### src/rtl/button_debouncer_pkg.sv
// Shared types for the board-input conditioning blocks.
package input_pkg;

  // Debouncer state: settled low, qualifying a rise, settled high,
  // qualifying a fall.
  typedef enum logic [1:0] {
    LOW       = 2'd0,
    WAIT_HIGH = 2'd1,
    HIGH      = 2'd2,
    WAIT_LOW  = 2'd3
  } debounce_state_t;

  // Width of the hold timer: it must reach max(delay, period) without wrapping.
  function automatic int hcnt_width(input int repeatDelay, input int repeatPeriod);
    int largest;
    largest = (repeatDelay > repeatPeriod) ? repeatDelay : repeatPeriod;
    return $clog2(largest + 1);
  endfunction

endpackage

### src/rtl/button_debouncer_hold_timer.sv
// Hold timer: measures how long the debounced level has been held high and
// emits registered auto-repeat ticks (first after REPEAT_DELAY, then every
// REPEAT_PERIOD cycles of accumulated high time).
import input_pkg::*;

module hold_timer #(
  parameter int REPEAT_DELAY  = 0,
  parameter int REPEAT_PERIOD = 8
) (
  input  logic clk,
  input  logic rst,
  input  logic run_i,
  input  logic clear_i,
  output logic tick_o
);

  localparam int HW = hcnt_width(REPEAT_DELAY, REPEAT_PERIOD);

  // Count value at which the first tick fires, and at which later ticks fire
  // once the counter has been reloaded to zero after a tick.
  localparam logic [HW-1:0] FIRST_LAST  = HW'((REPEAT_DELAY > 0) ? REPEAT_DELAY - 1 : 0);
  localparam logic [HW-1:0] PERIOD_LAST = HW'(REPEAT_PERIOD - 1);
  localparam bit            ENABLE      = (REPEAT_DELAY != 0);

  logic [HW-1:0] hcnt_q, hcnt_d;
  logic          repeating_q, repeating_d;
  logic          tick_q, tick_d;
  logic [HW-1:0] targetCount;

  // Pick the terminal count: the first tick uses the delay, later ones the period.
  always_comb begin
    targetCount = repeating_q ? PERIOD_LAST : FIRST_LAST;
  end

  // Next-state logic: clear wins, otherwise count only while running; the
  // counter reloads on a tick and never counts past its terminal value.
  always_comb begin
    hcnt_d      = hcnt_q;
    repeating_d = repeating_q;
    tick_d      = 1'b0;
    if (clear_i) begin
      hcnt_d      = '0;
      repeating_d = 1'b0;
    end else if (run_i && ENABLE) begin
      if (hcnt_q == targetCount) begin
        tick_d      = 1'b1;
        hcnt_d      = '0;
        repeating_d = 1'b1;
      end else if (hcnt_q < targetCount) begin
        hcnt_d = hcnt_q + HW'(1);
      end
    end
  end

  // Timer and tick registers; reset discards any pending repeat immediately.
  always_ff @(posedge clk or posedge rst) begin
    if (rst) begin
      hcnt_q      <= '0;
      repeating_q <= 1'b0;
      tick_q      <= 1'b0;
    end else begin
      hcnt_q      <= hcnt_d;
      repeating_q <= repeating_d;
      tick_q      <= tick_d;
    end
  end

  assign tick_o = tick_q;

endmodule

### src/rtl/button_debouncer.sv
// Button debouncer: turns a synchronized, bouncy board input into a clean
// level plus one-cycle press/release/repeat pulses, all driven from flops.
import input_pkg::*;

module button_debouncer #(
  parameter int STABLE_CYCLES = 16,
  parameter int REPEAT_DELAY  = 0,
  parameter int REPEAT_PERIOD = 8
) (
  input  logic clk,
  input  logic rst,
  input  logic in_i,
  output logic level_o,
  output logic press_o,
  output logic release_o,
  output logic repeat_o
);

  localparam int              CNT_W    = $clog2(STABLE_CYCLES);
  localparam logic [CNT_W-1:0] CNT_LAST = CNT_W'(STABLE_CYCLES - 1);

  debounce_state_t  state_q, state_d;
  logic [CNT_W-1:0] cnt_q, cnt_d;
  logic             level_q, level_d;
  logic             press_q, press_d;
  logic             release_q, release_d;
  logic             holdRun;
  logic             holdClear;
  logic             repeatTick;

  // Debounce FSM: a level change is accepted only after STABLE_CYCLES
  // identical samples; any contrary sample abandons the qualification.
  always_comb begin
    state_d   = state_q;
    cnt_d     = cnt_q;
    level_d   = level_q;
    press_d   = 1'b0;
    release_d = 1'b0;
    unique case (state_q)
      LOW: begin
        cnt_d = '0;
        if (in_i) begin
          state_d = WAIT_HIGH;
          cnt_d   = CNT_W'(1);
        end
      end
      WAIT_HIGH: begin
        if (!in_i) begin
          state_d = LOW;
          cnt_d   = '0;
        end else if (cnt_q == CNT_LAST) begin
          state_d = HIGH;
          cnt_d   = '0;
          level_d = 1'b1;
          press_d = 1'b1;
        end else begin
          cnt_d = cnt_q + CNT_W'(1);
        end
      end
      HIGH: begin
        cnt_d = '0;
        if (!in_i) begin
          state_d = WAIT_LOW;
          cnt_d   = CNT_W'(1);
        end
      end
      WAIT_LOW: begin
        if (in_i) begin
          state_d = HIGH;
          cnt_d   = '0;
        end else if (cnt_q == CNT_LAST) begin
          state_d   = LOW;
          cnt_d     = '0;
          level_d   = 1'b0;
          release_d = 1'b1;
        end else begin
          cnt_d = cnt_q + CNT_W'(1);
        end
      end
      default: begin
        state_d = LOW;
        cnt_d   = '0;
        level_d = 1'b0;
      end
    endcase
  end

  // State, stability counter and output registers; reset forces every
  // output low immediately and drops any qualification in progress.
  always_ff @(posedge clk or posedge rst) begin
    if (rst) begin
      state_q   <= LOW;
      cnt_q     <= '0;
      level_q   <= 1'b0;
      press_q   <= 1'b0;
      release_q <= 1'b0;
    end else begin
      state_q   <= state_d;
      cnt_q     <= cnt_d;
      level_q   <= level_d;
      press_q   <= press_d;
      release_q <= release_d;
    end
  end

  // Hold timer control: it runs only while settled high (so WAIT_LOW
  // excursions freeze it), restarts on a fresh press, and is held clear in LOW.
  always_comb begin
    holdRun   = (state_q == HIGH);
    holdClear = press_d || (state_q == LOW);
  end

  hold_timer #(
    .REPEAT_DELAY (REPEAT_DELAY),
    .REPEAT_PERIOD(REPEAT_PERIOD)
  ) u_hold_timer (
    .clk    (clk),
    .rst    (rst),
    .run_i  (holdRun),
    .clear_i(holdClear),
    .tick_o (repeatTick)
  );

  assign level_o   = level_q;
  assign press_o   = press_q;
  assign release_o = release_q;
  assign repeat_o  = repeatTick;

endmodule

### config.mk
export PLATFORM = sky130hd
export DESIGN_NAME = button_debouncer
export DESIGN_NICKNAME = d
export VERILOG_FILES = /design/src/rtl/button_debouncer_pkg.sv /design/src/rtl/button_debouncer_hold_timer.sv /design/src/rtl/button_debouncer.sv
export SDC_FILE = /design/constraint.sdc
export NUM_CORES = 1
export LEC_CHECK = 0
export ABC_AREA = 0
export BUFFER_PORTS_ARGS = -buffer_cell sky130_fd_sc_hd__buf_4
export CAP_MARGIN = 10
export CORE_AREA = 2 2 39 41
export DETAILED_ROUTE_END_ITERATION = 8
export DIE_AREA = 0 0 41 43
export GPL_ROUTABILITY_DRIVEN = 0
export PLACE_DENSITY = 0.54
export SKIP_LAST_GASP = 1
export SLEW_MARGIN = 25
export SYNTH_ARGS = -nofsm -noshare
export SYNTH_HDL_FRONTEND = slang
export SYNTH_HIERARCHICAL = 1
export SYNTH_SLANG_ARGS = --single-unit
### constraint.sdc
create_clock -name clk -period 1.5 [get_ports clk]
set_input_delay 0.3 -clock clk [delete_from_list [all_inputs] [get_ports clk]]
set_output_delay 0.3 -clock clk [all_outputs]
set_load 0.02 [all_outputs]
# Yosys cells after proc, flatten, opt, wreduce, memory -nomap -nowiden
# Cells that the tools add are included.
# word_totals
output_inout_bits	4
rom_bits	0
mem_bits_rw	0
regBits	9
n_memories	0
latch_bits	0
# classes
n_lt_le_gt_ge	0
n_reduce_logical	4
n_addsub	1
div	0
n_bitwise	0
shift	0
mul	0
mux	23
eq_ne	12
# op_table
cell	count
4-bit case mux with 4 select lines	1
2-bit 2-to-1 mux	6
4-bit 2-to-1 mux	3
2-bit != test (second input constant)	6
1-bit 2-to-1 mux	11
2-bit case mux with 4 select lines	1
3-bit != test (second input constant)	2
5-bit AND reduction	1
4-bit by 1-bit adder with 4-bit output (second input constant)	1
2-bit == test (second input constant)	2
4-bit == test (second input constant)	1
4-bit AND reduction	1
2-bit by 1-bit == test with 1-bit output (second input constant)	1
2-bit zero test	1
1-bit case mux with 2 select lines	1
2-bit nonzero test	1

# Logic depth before layout (Yosys ltp)
# depth
word_depth	4
ltp_mapped	4
depth_no_buf	4

# Cells and area by module
# Netlist, hierarchy kept.
# by_module_without_submodules
module	instances	cells_each	seq_area_each_um2	area_per_inst_um2
button_debouncer	1	35	225.2	382.9
hold_timer	1	2	0.0	11.3

# Least setup slack after synthesis
# No wires, ideal clock.
# synth_path
path_type	register to register
start	reg cnt_q[0]
end	reg cnt_q[0]
synth_period_minus_slack_ps	1196
n_path_buf	0
setup_ps	125
required_time_ps	1375
t_arrival_ps	1071
path_slack_ps	304
stages_incl_launch_ff	5
path_cell_list	dfrtp_1 -> ha_1 -> nand4_1 -> and2_2 -> a21boi_2
# synth_between
elab_chain_cells	4
# synth_rtl
item	line	source
start: declaration	button_debouncer.sv:23	logic [CNT_W-1:0] cnt_q, cnt_d;
start signal: assignment	button_debouncer.sv:99	cnt_q <= cnt_d;
4-bit by 1-bit adder with 4-bit output / 4-bit == test (equally long branches)	-	
4-bit 2-to-1 mux *	button_debouncer.sv:51, button_debouncer.sv:71	
4-bit 2-to-1 mux (on tied branches)	button_debouncer.sv:68, button_debouncer.sv:48	
4-bit case mux with 4 select lines *	button_debouncer.sv:39	unique case (state_q)
via cnt_d[0]	button_debouncer.sv:23	
# Mark *: on every way through the listed nets, which the timed path passes. The rest lies on a longest branch.
# A chain may end at the register's enable or synchronous reset.

# Worst setup path in the final report
# Ends and elaborated chain as after synthesis.

==> results by group <==
Worst setup path
  – Critical path data arrival time: about 1500 ps
  – Category of cells accounting for the largest share of critical-path delay: simple AND/OR/NAND/NOR gates
  – Launch point of the critical path: cnt_q[0]
  – Critical Path Fanout Max: 4
  – Required time at the endpoint of the critical path: between 1500 and 2000 ps
  – Worst reg2reg path endpoint: cnt_q[0]
  – Critical path start-end classification: reg -> reg
  – Capture point of the critical path: cnt_q[0]
  – R2R cell count: 4
  – Flop2flop setup slack: 170 ps
  – Critical path buffer and inverter count: 0
  – CP Cell Sequence: ha_1, nand4_1, and2_2, a21boi_2
  – Peak per-stage delay on the critical path: approximately 400 ps
  – Startpoint Class: flip-flop
  – Startpoint of the worst register-to-register path: cnt_q[0]
  – Cell count along the critical path: 4
  – Endpoint kind of the worst setup timing path: flip-flop
  – CP max stage cell: dfrtp_1

STA
  – Worst clock skew: ~2.9 ps
  – Final-report setup violation count: 0
  – Share of the clock period used by the worst path after layout: between 80 and 90%
  – Upper clock frequency limit: roughly 750 MHz
  – Final worst path period need: approximately 1300 ps
  – Unrepaired setup endpoints after global routing: no
  – Number of max-slew violations in the final report: 0
  – Setup Total Neg Slack: 0 ps
  – Hold Slack: -2.53 ps
  – Number of hold violations in the final report: 5

Floorplan
  – Die outline area: between 1500 and 2000 µm²
  – Core area: between 1000 and 1500 µm²
  – Die H: roughly 43 µm
  – Die width: 41 µm
  – Total I/O pin count: 7
  – Initial core utilization: 27.7%
  – Count of standard-cell rows: 14

Routing
  – Drt via density: 4.53
  – Starting DRT DRC Count: 8
  – Via count: 267
  – Routed wire length per instance: between 10 and 15 µm
  – Final WL: about 620 µm
  – Pre-Repair DR Iteration Count: 3
  – DRC violations left: 0
  – Post-detailed-route count of antenna-violating nets: 0

Clock network
  – Maximum buffer depth of the clock tree: 2
  – Root Driver: clkbuf_4
  – Clock transition time at the flip-flop clock pins of the worst setup and hold paths: ~60 ps
  – Post-CTS setup buffer count: 0
  – Total of cells resized after clock tree synthesis: 0
  – Number of clock buffers inserted by TritonCTS: 3
  – Hold buffer count at cts: 0
  – Worst-skew pair later-pin latency: 260 ps
  – TritonCTS sink count: 9
  – CTS H-tree depth: 1
  – CTS tree: built

Pwr
  – Worst IR Drop VDD: 0.405 mV
  – Reported leakage power: between 0.2 and 0.25 nW
  – Power per unit of standard cell area: 1010 nW/µm²

Global routing
  – Antenna violations before repair: 0
  – Wire length of the first global-routing pass: 1060 µm
  – Vias in the first global route: approximately 270
  – Maximum number of pins on one net before global-route repair: 10
  – Grt ovf: 0
  – Total global routing track utilization: 9.36%

Yosys
  – Synthesized netlist cell count: 35
  – Avg Cell Area, Syn: about 11 µm²
  – Synthesis warning total: 6
  – Syn Nets: 39
  – Post-Syn Area: between 300 and 400 µm²

Finish
  – Layout filler cell count: 147
  – Non-Filler Instances: just under 60
  – Final design instance area without fill: roughly 460 µm²
  – Layout overhead on the synthesized area: 19.9%
  – Layout cell share with drive strength beyond 1: 23.3%
  – Final-stage net count: between 40 and 50
  – Antenna cell count: 0

Run status
  – Violated checks: hold timing
  – Status: finished, violations left

Run
  – Max Cap Violations: 0

Placement
  – Instance area after placement: between 400 and 500 µm²
  – Instance count after placement with tap cells included: 55
  – Port bufs: 5
  – Post-DP HPWL: approximately 460 µm

Worst hold path
  – Classification of the worst-slack hold path: in -> async
[power breakdown]
part           internal, W  switching, W  leakage, nW  total (W)
registers         0.000248    0.00000573        0.116   0.000253
clock network     0.000103     0.0000847       0.0150   0.000187
logic           0.00000981     0.0000137       0.0792  0.0000236
[final cells by class]
| cell class | instances | area [µm²] | area share (%) |
|---|---|---|---|
| Sequential cell | 9 | 225 | 49.0 |
| Multi-Input combinational cell | 23 | 143 | 31.1 |
| Timing Repair Buffer | 5 | 37.5 | 8.17 |
| Clock buffer | 4 | 26.3 | 5.72 |
| Tap cell | 16 | 20.0 | 4.36 |
| Inverter | 2 | 7.51 | 1.63 |
[worst min path at each step]
| stage | from | end | slack (ps) |
|---|---|---|---|
| 3_5_place_dp | rst | cnt_q[1] | 290 |
| 5_1_grt | rst | level_o | 30 |
| 2_1_floorplan | rst | async pin | 130 |
| 6_report | rst | cnt_q[1] | -3 |
| 4_1_cts | rst | cnt_q[1] | 8 |
| 3_3_place_gp | rst | cnt_q[1] | 300 |
[per-stage QoR]
stage               power, W  util, %  setup WS [ps]
finish              0.000464     33.2            171
floorplan           0.000274        -            309
CTS                 0.000475     33.2            163
global placement    0.000282     31.3            166
detailed placement  0.000282     31.3            174
global route        0.000496     33.2            108
[placed cells by master (no fill, tap or decap), drive strengths merged, types with 2 or more instances in the layout]
cell type	n
a21oi	4
buf	5
clkbuf	4
dfrtp	9
inv	2
nand2	4
nor2	2
o21ai	2
[routing by layer]
layer / global-route usage [%] / vias up / part of all wire, %
met5: 0 / - / 0
met4: 10.0 / 0 / 1.4
met3: 1.57 / 2 / 0.16
met2: 12.2 / 2 / 50
met1: 11.7 / 128 / 48
li1: - / 135 / -
(Power assumes the default switching activity.)
